File: config.mk
export PLATFORM = sky130hd
export DESIGN_NAME = crc_result_monitor
export DESIGN_NICKNAME = d
export VERILOG_FILES = /design/src/rtl/crc_mon_pkg.sv /design/src/rtl/crc_mon_fifo.sv /design/src/rtl/crc_result_monitor.sv
export SDC_FILE = /design/constraint.sdc
export NUM_CORES = 1
export LEC_CHECK = 0
export CELL_PAD_IN_SITES_DETAIL_PLACEMENT = 0
export CELL_PAD_IN_SITES_GLOBAL_PLACEMENT = 1
export CORE_MARGIN = 2
export CORE_UTILIZATION = 45
export CTS_CLUSTER_DIAMETER = 50
export DETAILED_ROUTE_END_ITERATION = 12
export PLACE_DENSITY_LB_ADDON = 0.15
export SLEW_MARGIN = 20
export SYNTH_ARGS = -nofsm -noshare
export SYNTH_HDL_FRONTEND = slang
export SYNTH_HIERARCHICAL = 1
export SYNTH_SLANG_ARGS = --single-unit
File: constraint.sdc
create_clock -name clk -period 5.1 [get_ports clk]
set_input_delay 1.53 -clock clk [delete_from_list [all_inputs] [get_ports clk]]
set_output_delay 1.53 -clock clk [all_outputs]
set_load 0.1 [all_outputs]
File: src/rtl/crc_mon_pkg.sv
// rtl/crc_mon_pkg.sv - shared types, widths and the signature rotate helper for crc_result_monitor
package crc_mon_pkg;

    localparam int CNT_W = 8;
    localparam int CRC_W = 32;

    typedef logic [CRC_W-1:0] crc_t;
    typedef logic [CNT_W-1:0] cnt_t;

    function automatic crc_t rotl1(input crc_t v);
        return {v[CRC_W-2:0], v[CRC_W-1]};
    endfunction

endpackage

File: src/rtl/crc_mon_fifo.sv
// rtl/crc_mon_fifo.sv - synchronous show-ahead FIFO buffering CRC results toward the capture side
module crc_mon_fifo #(
    parameter int WIDTH = 32,
    parameter int DEPTH = 8
) (
    input  logic             clk,
    input  logic             rst,
    input  logic             push,
    input  logic [WIDTH-1:0] push_data,
    input  logic             pop,
    output logic [WIDTH-1:0] head,
    output logic             full,
    output logic             empty
);

    localparam int AW = $clog2(DEPTH);

    logic [WIDTH-1:0] mem [DEPTH];
    logic [AW-1:0]    wr_ptr;
    logic [AW-1:0]    rd_ptr;
    logic [AW:0]      count;
    logic             do_pop;

    assign do_pop = pop & ~empty;
    assign full   = (count == (AW+1)'(DEPTH));
    assign empty  = (count == '0);
    assign head   = mem[rd_ptr];

    // Storage carries no reset; head is only meaningful while non-empty.
    always_ff @(posedge clk) begin
        if (push) begin
            mem[wr_ptr] <= push_data;
        end
    end

    always_ff @(posedge clk) begin
        if (rst) begin
            wr_ptr <= '0;
            rd_ptr <= '0;
            count  <= '0;
        end else begin
            if (push) begin
                wr_ptr <= wr_ptr + 1'b1;
            end
            if (do_pop) begin
                rd_ptr <= rd_ptr + 1'b1;
            end
            case ({push, do_pop})
                2'b10:   count <= count + 1'b1;
                2'b01:   count <= count - 1'b1;
                default: count <= count;
            endcase
        end
    end

endmodule

File: src/rtl/crc_result_monitor.sv
// rtl/crc_result_monitor.sv - buffers, counts and signs CRC results; optional watchdog under CRC_MON_TIMEOUT_EN
module crc_result_monitor
    import crc_mon_pkg::*;
#(
    parameter int               CRC_WIDTH  = CRC_W,
    parameter int               FIFO_DEPTH = 8,
    parameter logic [CNT_W-1:0] PKT_LIMIT  = 8'd16,
    parameter int               TIMEOUT    = 1024
) (
    input  logic                 clk,
    input  logic                 rst,
    input  logic [CRC_WIDTH-1:0] crc_in,
    input  logic                 crc_in_vld,
    output logic [CRC_WIDTH-1:0] m_crc,
    output logic                 m_vld,
    input  logic                 m_rdy,
    output logic [CNT_W-1:0]     pkt_cnt,
    output logic [CRC_WIDTH-1:0] signature,
    output logic                 done,
    output logic                 overflow
`ifdef CRC_MON_TIMEOUT_EN
    ,
    output logic                 timeout
`endif
);

    if (FIFO_DEPTH < 2 || (FIFO_DEPTH & (FIFO_DEPTH - 1)) != 0) begin : g_bad_depth
        $error("FIFO_DEPTH must be a power of two and at least 2");
    end
    if (TIMEOUT < 1) begin : g_bad_timeout
        $error("TIMEOUT must be at least 1");
    end

    logic                 counted;
    logic                 pop;
    logic                 push;
    logic                 fifo_full;
    logic                 fifo_empty;
    logic [CRC_WIDTH-1:0] sig_rot;
    logic [CNT_W-1:0]     cnt_next;

    // Results after done are ignored entirely, including the FIFO.
    assign counted  = crc_in_vld & ~done;
    assign pop      = m_vld & m_rdy;
    assign push     = counted & (~fifo_full | pop);
    assign m_vld    = ~fifo_empty;
    assign cnt_next = pkt_cnt + 1'b1;

    if (CRC_WIDTH == CRC_W) begin : g_sig_pkg
        assign sig_rot = rotl1(signature);
    end else begin : g_sig_generic
        assign sig_rot = {signature[CRC_WIDTH-2:0], signature[CRC_WIDTH-1]};
    end

    crc_mon_fifo #(
        .WIDTH (CRC_WIDTH),
        .DEPTH (FIFO_DEPTH)
    ) u_fifo (
        .clk       (clk),
        .rst       (rst),
        .push      (push),
        .push_data (crc_in),
        .pop       (pop),
        .head      (m_crc),
        .full      (fifo_full),
        .empty     (fifo_empty)
    );

    always_ff @(posedge clk) begin
        if (rst) begin
            pkt_cnt   <= '0;
            signature <= '0;
            done      <= 1'b0;
            overflow  <= 1'b0;
        end else if (counted) begin
            pkt_cnt   <= cnt_next;
            signature <= sig_rot ^ crc_in;
            // A zero limit means run forever, even when the counter wraps to 0.
            if (PKT_LIMIT != '0 && cnt_next == PKT_LIMIT) begin
                done <= 1'b1;
            end
            if (fifo_full && !pop) begin
                overflow <= 1'b1;
            end
        end
    end

`ifdef CRC_MON_TIMEOUT_EN
    localparam int WD_W = $clog2(TIMEOUT + 1);
    localparam logic [WD_W-1:0] WD_MAX = WD_W'(TIMEOUT);

    logic [WD_W-1:0] wd_cnt;
    logic [WD_W-1:0] wd_next;

    // Armed only once a result has been counted, so a long idle start is harmless.
    always_comb begin
        wd_next = wd_cnt;
        if (crc_in_vld) begin
            wd_next = '0;
        end else if (!done && pkt_cnt != '0 && wd_cnt != WD_MAX) begin
            wd_next = wd_cnt + 1'b1;
        end
    end

    always_ff @(posedge clk) begin
        if (rst) begin
            wd_cnt  <= '0;
            timeout <= 1'b0;
        end else begin
            wd_cnt <= wd_next;
            if (wd_next == WD_MAX) begin
                timeout <= 1'b1;
            end
        end
    end
`endif

endmodule
==> qor.yml, run 1 <==
routing:
  wl_met1_mm: 11.2
  met3_length_mm: 1.05
  routed_wl_mm: 24.9
  num_vias: 6242
  final_antenna_net_count: 0
  drt_iter0_drc: 408
  met2_length_mm: 12.4
  top_layer: "met4"
  drc_errors: 0
  drtPass1Iterations: 4
  wire_per_inst_um: 21.2
  viasPerCell: 5.32
timing:
  period_share_pct: 91.2
  grt_setup_unrepaired: "false"
  clock_skew_ns: 0.00843
  fin_ws_ns: 0.451
  tightestPinTransition_ns: 1.00
  setup_violations: 0
  final-max-slew-violation-count: 0
  fmax_mhz: 215
  hold_violations: 0
  finalCriticalPeriod_ns: 4.65
  slew_headroom_pct: 33.0
  finalSetupTns_ns: 0
global_route:
  antenna_found_initial: 0
  grt_first_pass_wirelength_mm: 38.8
  grt_overflow_total: 0
  gr-usage-all-layers_pct: 17.8
  grt_pass1_vias: 6636
  grt_start_max_net_pins: 43
clocking:
  tritoncts: "done"
  cts_hold_buffers: 0
  clockBufferDepth: 3
  cts-buffers-inserted: 35
  postCtsSetupRepairBufs: 0
  h-tree-depth: 2
  clk_pin_slew_ns: 0.06
  root_buffer: "clkbuf_16"
  cts.sinks: 311
  cts-resized-gates: 0
  insertion_delay_ns: 0.50
power:
  cellPowerDensity_nw_per_um2: 488
  p_sw_mw: 2.37
  peakVddDrop_mv: 0.461
  p_seq_share_pct: 40.9
  combPwrFrac_pct: 25.5
  p_int_mw: 4.99
  swShare_pct: 32.2
  p_leak_nw: 4.90
  clkPwrFrac_pct: 33.6
cells_and_area:
  seqCellArea_um2: 8790
  final_common_cell: "edfxtp_1"
  multi_input_area_um2: 3460
  syn2layout_area_growth_pct: 21.1
  drive_gt1_share_pct: 26.1
  diodes: 0
  final_area_um2: 15100
  nFillCells: 2058
  final_cell_mix: "edfxtp_1 (256), clkdlybuf4s50_1 (89), dfxtp_1 (52)"
  nNetsFinal: 817
logic_synthesis:
  synth_nets: 686
  yosys_warnings: 6
  ys_seq_area_share_pct: 70.6
  syn_inst: 644
  synthesis.area_um2: 12500
  synth-compound-area-share_pct: 3.83
  muxShareOfSynthArea_pct: 16.1
  synth_xor_area_share_pct: 3.23
  synth_edf_count: 256
  ys_ff_latch: 311
  synthArstFlopShare_pct: 0
  yosys.area_share.simple_pct: 3.57
  syn_area_per_cell_um2: 19.3
  synth_ff_type: "edfxtp_1"
  ys_types: 47
  synth_top_family_by_area: "multiplexers"
  synthAdderAreaFrac_pct: 0.603
worst_setup_path:
  path_max_fanout: 36
  cp_cell_sequence: "buf_4, mux4_1, mux2_4, buf_4"
  crit_type: "flip-flop to output port"
  critical_path_buf_inv_count: 2
  max_stage_delay_ns: 0.74
  worstPathArrival_ns: 3.12
  worst_path_dominant_cell_family: "multiplexers"
  slowest_stage: "dfxtp_4"
  endpoint_kind: "output port"
  startpoint_type: "flip-flop"
  cp.required_ns: 3.57
  cpMostUsedCell: "buf_4"
floorplanning:
  num_rows: 60
  die_area_um2: 29000
  io_pins: 111
  die_x_um: 170
  coreArea_um2: 27100
  die_h_um: 170
  start_util_pct: 46.0
min_path:
  min_path_type: "flip-flop to flip-flop"
placed_design:
  post-place-ws_ns: 0.818
  place.gp.congestion: 0.808
  dp.final_hpwl_mm: 14.8
  port_buffers: 110
  placed_cell_area_um2: 13900
run:
  cap_violations: 0
outcome:
  outcome: "finished clean"
==> layout make-up <==
type / instances / share of cell area, %
Tap cell: 372 / 3.09
Inverter: 4 / 0.0996
Clock buffer: 42 / 6.26
Timing Repair Buffer: 129 / 7.88
Sequential cell: 311 / 58.3
Multi-Input combinational cell: 294 / 22.9
Clock inverter: 21 / 1.41
==> power by group through the flow <==
stage	registers, mW	clock network (mW)	logic, mW
finish	3.01	2.47	1.88
global route	3.03	2.64	1.96
CTS	3.02	2.53	1.90
detailed placement	3.07	0	1.89
global placement	3.06	0	1.88
floorplan	3.16	0	1.41
==> tightest hold or removal path: stages, from the launching register on <==
cell     delay, ns
dfxtp_1       0.33
a31oi_1       0.04
nor2_1        0.07
==> Yosys cell counts, types with 2 or more instances <==
library cell,instances,area (µm²)
a211oi_1,4,30.0
a211oi_2,28,350
a21oi_1,6,30.0
buf_1,4,15.0
buf_2,6,30.0
buf_6,12,135
clkbuf_1,9,33.8
clkbuf_2,2,10.0
dfxtp_1,55,1100
edfxtp_1,256,7690
ha_1,6,75.1
inv_1,4,15.0
mux2_2,19,214
mux2_4,15,225
mux2i_1,2,20.0
mux4_1,27,709
mux4_2,37,833
nand2_1,12,45.0
nand2b_1,4,25.0
nand4_1,3,18.8
nor2_1,54,203
nor3_1,7,35.0
nor4b_1,2,17.5
o21ai_0,3,15.0
xnor2_1,38,333
xor2_1,8,70.1
==> logic make-up after synthesis <==
| kind of cell | count (synthesis) |
|---|---|
| compound gates | 47 |
| xor+xnor | 46 |
| fa+ha+maj | 6 |
| buf+inv | 39 |
| flops | 311 |
| mux | 100 |
| simple gates | 95 |
==> layer usage <==
metal,GRT usage (%),vias up
met3,3.33,33
li1,-,2842
met2,30.2,137
met1,24.0,3230
met5,0,-
met4,4.38,0
==> path summary, 6_finish.rpt <==
path                            cells past startpoint            start  slack (ns)               to
worst max-delay path                                4        flip-flop        0.45         m_crc[6]
worst min-delay path                                2         overflow        0.48         overflow
worst max register to register                     10  u_fifo/count[1]        2.26  u_fifo/count[3]
worst min register to register                      2         overflow        0.48         overflow
==> flip-flops by register name (all words and copies together) (netlist names), named ones only <==
name	cells
u_fifo/wr_ptr	3
signature	32
overflow	1
pkt_cnt	8
done	1
u_fifo/mem	256
u_fifo/count	4
u_fifo/rd_ptr	3
==> per-stage QoR <==
stage | cells | utilization [%] | power (mW) | hold slack [ns]
after floorplan | 644 | - | 4.57 | 0.468
after global placement | 1110 | 51.4 | 4.94 | 0.464
after detailed placement | 1110 | 51.4 | 4.96 | 0.464
after CTS | 1173 | 55.7 | 7.44 | 0.485
after global routing | 1173 | 55.7 | 7.63 | 0.519
final | 1173 | 55.7 | 7.36 | 0.479
(Power assumes the default switching activity.)
==> run 2, diff against run 1 <==
- ABC_CLOCK_PERIOD_IN_PS: unset -> 5100
==> results of run 2 <==
The final DEF is identical to that of run 1; final timing and power are the same.
==> run 3, diff against run 2 <==
- CTS_CLUSTER_SIZE: unset -> 20
==> run 3 against run 2 <==
Highest routed layer unchanged. Wire length shrank 1.2%. Combinational power is essentially flat. Die area is the same. Clock-buffer cell count shrank 6. Clock skew grew 0.0083 ns. Cell count shrank 0.60%. Fmax shrank 1.4%. Non-clock buffer count is the same. Setup slack lost 0.066 ns.
==> qor.yml, run 3 (synthesis results as in run 1) <==
outcome:
  outcome: "finished clean"
floorplanning:
  die_x_um: 170  # unchanged
  start_util_pct: 46.0  # unchanged
  io_pins: 111  # unchanged
  die_area_um2: 29000  # unchanged
  num_rows: 60  # unchanged
  coreArea_um2: 27100  # unchanged
  die_h_um: 170  # unchanged
routing:
  wire_per_inst_um: 21.1  # -0.60%
  num_vias: 6222  # -0.32%
  drtPass1Iterations: 4  # unchanged
  final_antenna_net_count: 0  # unchanged
  routed_wl_mm: 24.6  # -1.2%
  viasPerCell: 5.34  # +0.28%
  drc_errors: 0  # unchanged
  drt_iter0_drc: 391  # -4.2%
cells_and_area:
  post-route-util_pct: 55.1  # -0.56 points
  drive_gt1_share_pct: 26.1  # about the same
  nFillCells: 2086  # +1.4%
  largest_reg_flops: 256  # unchanged
  diodes: 0  # unchanged
  syn2layout_area_growth_pct: 19.9
  final_cell_mix: "edfxtp_1 (256), clkdlybuf4s50_1 (89), dfxtp_1 (52)"
  nNetsFinal: 812  # -0.61%
  largest-register: "u_fifo/mem"
  final_common_cell: "edfxtp_1"
  final_area_um2: 14900  # -1.0%
  reg.largest.list: "u_fifo/mem: 256 flops, signature: 32 flops, pkt_cnt: 8 flops"
clocking:
  h-tree-depth: 1  # -1
  clockBufferDepth: 3  # unchanged
  cts-resized-gates: 0  # unchanged
  root_buffer: "clkbuf_16"
  insertion_delay_ns: 0.56  # +0.06 ns
  clk_pin_slew_ns: 0.06  # about the same
  postCtsSetupRepairBufs: 0  # unchanged
  cts_hold_buffers: 0  # unchanged
  tritoncts: "done"
  cts-buffers-inserted: 30  # -14%
  cts.sinks: 311  # unchanged
global_route:
  grt_first_pass_wirelength_mm: 38.3  # -1.2%
  grt_pass1_vias: 6627  # -0.14%
  grt_start_max_net_pins: 43  # unchanged
  grt_overflow_total: 0  # unchanged
  antenna_found_initial: 0  # unchanged
  gr-usage-all-layers_pct: 17.5  # -0.36 points
power:
  p_sw_mw: 2.38  # +0.28%
  p_total_mw: 7.07  # -3.8%
  cellPowerDensity_nw_per_um2: 474  # -2.9%
  combPwrFrac_pct: 26.5  # +1.0 points
  p_int_mw: 4.70  # -5.8%
  clkPwrFrac_pct: 31.0  # -2.6 points
  peakVddDrop_mv: 0.430  # -6.8%
  swShare_pct: 33.6  # +1.4 points
  p_seq_share_pct: 42.5  # +1.6 points
  p_leak_nw: 4.82  # -1.5%
timing:
  clock_skew_ns: 0.0167  # +0.00830 ns
  holdWs_ns: 0.476  # -0.00227 ns
  slew_headroom_pct: 33.0  # about the same
  finalSetupTns_ns: 0  # unchanged
  setup_violations: 0  # unchanged
  finalCriticalPeriod_ns: 4.72  # +0.0660 ns
  final-max-slew-violation-count: 0  # unchanged
  fmax_mhz: 212  # -1.4%
  tightestPinTransition_ns: 1.00  # -0.000378 ns
  hold_violations: 0  # unchanged
  period_share_pct: 92.5  # +1.3 points
  grt_setup_unrepaired: "false"
placed_design:
  dp.final_hpwl_mm: 14.8  # unchanged
  placed_cell_area_um2: 13900  # unchanged
  port_buffers: 110  # unchanged
  place.gp.congestion: 0.808  # unchanged
worst_setup_path:
  startpoint_type: "flip-flop"
  worstPathArrival_ns: 3.19  # +0.07 ns
  reg2reg_slack_ns: 2.27  # about the same
  crit_type: "flip-flop to output port"
  worst_r2r_path_depth: 10  # unchanged
  regToRegEndpoint: "u_fifo/count[3]"
  path_max_fanout: 36  # unchanged
  cp.required_ns: 3.57  # about the same
  rr_startpoint: "u_fifo/count[0]"
  endpoint_kind: "output port"
min_path:
  hp-start: "overflow"
  hold_depth: 2  # unchanged
  min_path_type: "flip-flop to flip-flop"
  min_to: "overflow"
run:
  cap_violations: 0  # unchanged
==> run 3: cell count changes in the layout (fill, tap and decap cells not counted) <==
cell       previous run  this run
clkbuf_8              0         2
inv_8                 0         3
clkinv_1              4         0
clkinv_8              1         3
inv_6                 2         4
clkbuf_16            37        30
clkinv_2              5         3
clkbuf_1              5         4
bufinv_16             3         1
==> run 3: final cells by class <==
| class | instances | area, µm² | share of cell area, % |
|---|---|---|---|
| tap | 372 | 465 | 3.12 |
| multi-input combinational | 294 | 3460 | 23.2 |
| timing repair buffer | 129 | 1190 | 7.96 |
| sequential | 311 | 8790 | 58.9 |
| clock buffer | 36 | 793 | 5.31 |
| inverter | 4 | 15.0 | 0.101 |
| clock inverter | 20 | 211 | 1.42 |
==> run 3: how the worst max path moves through the flow <==
stage          startpoint          endpoint  slack (ns)  cells past startpoint
2_1_floorplan       m_rdy  u_fifo/mem[4][0]        0.24                      4
3_3_place_gp    flip-flop          m_crc[6]        0.89                      4
3_5_place_dp   crc_in_vld   u_fifo/count[3]        0.82                      9
4_1_cts         flip-flop          m_crc[6]        0.27                      4
5_1_grt         flip-flop          m_crc[6]        0.18                      4
6_report        flip-flop          m_crc[6]        0.38                      4
==> run 3: power by group through the flow <==
stage	Sequential, mW	Combinational [mW]	Clock (mW)
2_1_floorplan	3.16	1.41	0
3_3_place_gp	3.06	1.88	0
3_5_place_dp	3.07	1.89	0
4_1_cts	3.01	1.90	2.24
5_1_grt	3.03	1.96	2.34
6_report	3.01	1.87	2.19
==> run 3: critical path, cell delays in order, from the launching register on <==
cell     delay, ns
dfxtp_4       0.74
buf_4         0.65
mux4_1        0.70
mux2_4        0.28
buf_4         0.23
==> run 3: per-layer routing <==
layer	part of all wire, %	global-route usage [%]	routed length, µm	vias to the layer above
met2	49	30.2	12100	137
li1	-	-	-	2827
met1	45	23.5	11000	3219
met5	0	0	0	-
met4	1.7	3.79	424	0
met3	4.2	2.81	1030	39
==> run 3: stage by stage <==
stage,worst slack [ns],cells
final,0.385,1166
after global routing,0.179,1166
after floorplan,0.241,644
after global placement,0.885,1110
after detailed placement,0.818,1110
after CTS,0.274,1166
==> RTL change, RTL diff (flow settings as in run 2) <==
Build with the macro `CRC_MON_TIMEOUT_EN` defined.
--- a/src/rtl/crc_result_monitor.sv
+++ b/src/rtl/crc_result_monitor.sv
@@ -1,4 +1,6 @@
 // rtl/crc_result_monitor.sv - buffers, counts and signs CRC results; optional watchdog under CRC_MON_TIMEOUT_EN
+`define CRC_MON_TIMEOUT_EN
+
 module crc_result_monitor
     import crc_mon_pkg::*;
 #(
Check against the original RTL (old outputs only; new: timeout): equivalent (equiv_simple and equiv_induct, registers matched by name and starting in step).
==> RTL change against run 2 <==
Count of clock-buffer cells in the layout grew 5. Via count grew 9.1%. Synthesized cell count grew 14%. Sequential cell count grew 12. Cell area grew 4.7%. Combinational power shrank 4%. Register-to-register slack gained 0.07 ns. Wire length grew 4.4%. Non-clock buffer count shrank 1. Critical path depth is the same. Area after synthesis grew 4.8%. Total power grew 1.5%. Setup slack gained 0.033 ns. Largest power group unchanged. Highest routed layer unchanged.
==> RTL change: results (changes against run 2) <==
{
  "outcome": {
    "result_of_the_run": {"value": "finished clean", "change": "unchanged"}
  },
  "place": {
    "placement.io_buffers": {"value": 111, "change": "was 110"},
    "place_inst": {"value": 1206, "change": "was 1110"},
    "post-dp-hpwl": {"value": 15.60, "unit": "mm", "change": "was 14.81 mm"},
    "final_replace_weighted_congestion": {"value": 0.8261, "change": "was 0.8077"}
  },
  "finish": {
    "number_of_fill_cells_in_the_layout": {"value": 2208, "change": "was 2058"},
    "layout.nets": {"value": 907, "change": "was 817"},
    "post_route_cells_drive_above_1_share": {"value": 21.66, "unit": "%", "change": "was 26.09%"},
    "reg.largest.list": {"value": "u_fifo/mem x256, signature x32, wd_cnt x11", "change": "was u_fifo/mem x256, signature x32, pkt_cnt x8"}
  },
  "timing": {
    "worstMarginPinSlew": {"value": 1.032, "unit": "ns", "change": "was 1.002 ns"},
    "fin_skew": {"value": 0.01861, "unit": "ns", "change": "was 0.008433 ns"},
    "worst_hold_slack": {"value": 0.4717, "unit": "ns", "change": "was 0.4788 ns"}
  },
  "drt": {
    "via_per_inst": {"value": 5.344, "change": "was 5.321"},
    "route.final.wire_length": {"value": 25.99, "unit": "mm", "change": "was 24.90 mm"},
    "initialDrtViolationCount": {"value": 391, "change": "was 408"},
    "avgRoutedWirePerCell": {"value": 20.38, "unit": "um", "change": "was 21.23 um"}
  },
  "cts": {
    "cts_buffers": {"value": 38, "change": "was 35"},
    "htreeDepth": {"value": 2, "change": "unchanged"},
    "clock_latency": {"value": 0.52, "unit": "ns", "change": "was 0.50 ns"}
  },
  "global_route": {
    "grt_pass1_wl": {"value": 41.06, "unit": "mm", "change": "was 38.79 mm"},
    "first_global_vias": {"value": 7127, "change": "was 6636"},
    "grtUsageTotal": {"value": 17.64, "unit": "%", "change": "was 17.82%"}
  },
  "yosys": {
    "synth.distinct_cells": {"value": 54, "change": "was 47"},
    "synth_top_cells_by_area": {"value": "edfxtp_1, dfxtp_1, mux4_1", "change": "was edfxtp_1, dfxtp_1, mux4_2"},
    "yosysSeqAreaShare": {"value": 69.16, "unit": "%", "change": "was 70.56%"},
    "synthTopCellsByCount": {"value": "edfxtp_1, dfxtp_1, nor2_1, xnor2_1, mux4_1", "change": "was edfxtp_1, dfxtp_1, nor2_1, xnor2_1, mux4_2"}
  },
  "setup_path": {
    "worst_ep_arrival_time": {"value": 3.09, "unit": "ns", "change": "was 3.12 ns"},
    "max_fanout_on_critical_path": {"value": 46, "change": "was 36"}
  },
  "power": {
    "ir_worst_vdd": {"value": 426.1, "unit": "uV", "change": "was 461.5 uV"},
    "static_leakage": {"value": 5.173, "unit": "nW", "change": "was 4.895 nW"}
  }
}
## RTL change: cell count changes in the layout (fill, tap and decap cells not counted), sizes merged, moves of 5 or more
cell           before  now
dfxtp              55   67
nor2               55   66
inv                 6   16
clkdlybuf4s50      89   80
buf                40   48
a21oi               6   13
xnor2              38   44
clkbuf             42   47
nand2              13   18
## RTL change: critical path, cell delays in order, from the launching register on
cell     delay, ns
dfxtp_4       0.57
buf_4         0.73
mux4_1        0.70
mux2_2        0.29
buf_4         0.23
## RTL change: logic make-up (layout without fill, tap and decap cells)
group	Yosys count	in the layout	synth area share (%)
flops	323	323	69.16
mux	100	100	15.27
xor+xnor	56	56	3.757
fa+ha+maj	9	9	0.8626
compound gates	63	63	3.508
buf+inv	51	207	2.214
simple gates	133	133	5.233
## RTL change: cell type report
class	instances	area [um2]	share of cell area (%)
inverters	10	37.54	0.2378
clock buffers	47	1026	6.500
multi-input cells	361	3800	24.07
repair buffers	128	1221	7.736
flip-flops and latches	323	9035	57.24
well taps	384	480.5	3.044
clock inverters	22	185.2	1.173
## RTL change: through the flow
step,util [%],setup slack (ns)
final,55.14,0.4838
after global routing,55.14,0.3237
after CTS,55.14,0.4058
after detailed placement,50.91,0.7854
after global placement,50.91,0.8682
after floorplan,-,0.2414
## RTL change: worst paths after layout
check               endpoint       startpoint  depth (start not counted)
min reg2reg          timeout          timeout                          2
max                m_crc[18]        flip-flop                          4
min                  timeout          timeout                          2
max reg2reg  u_fifo/count[2]  u_fifo/count[1]                         12
## RTL change: power breakdown
part / switching (W) / internal (W) / leakage, nW / total, W
logic: 0.00125 / 0.000567 / 1.71 / 0.00181
clock network: 0.00106 / 0.00151 / 0.591 / 0.00257
registers: 0.000100 / 0.00298 / 2.88 / 0.00308
total: 0.00241 / 0.00506 / 5.17 / 0.00746
## RTL change: metal layers
metal / GRT usage, % / routed length [um] / vias to the layer above
met5: 0 / 0 / -
met3: 3.500 / 1153 / 39
met1: 23.81 / 11590 / 3473
met4: 4.552 / 443 / 0
met2: 29.46 / 12800 / 138
li1: - / - / 3163
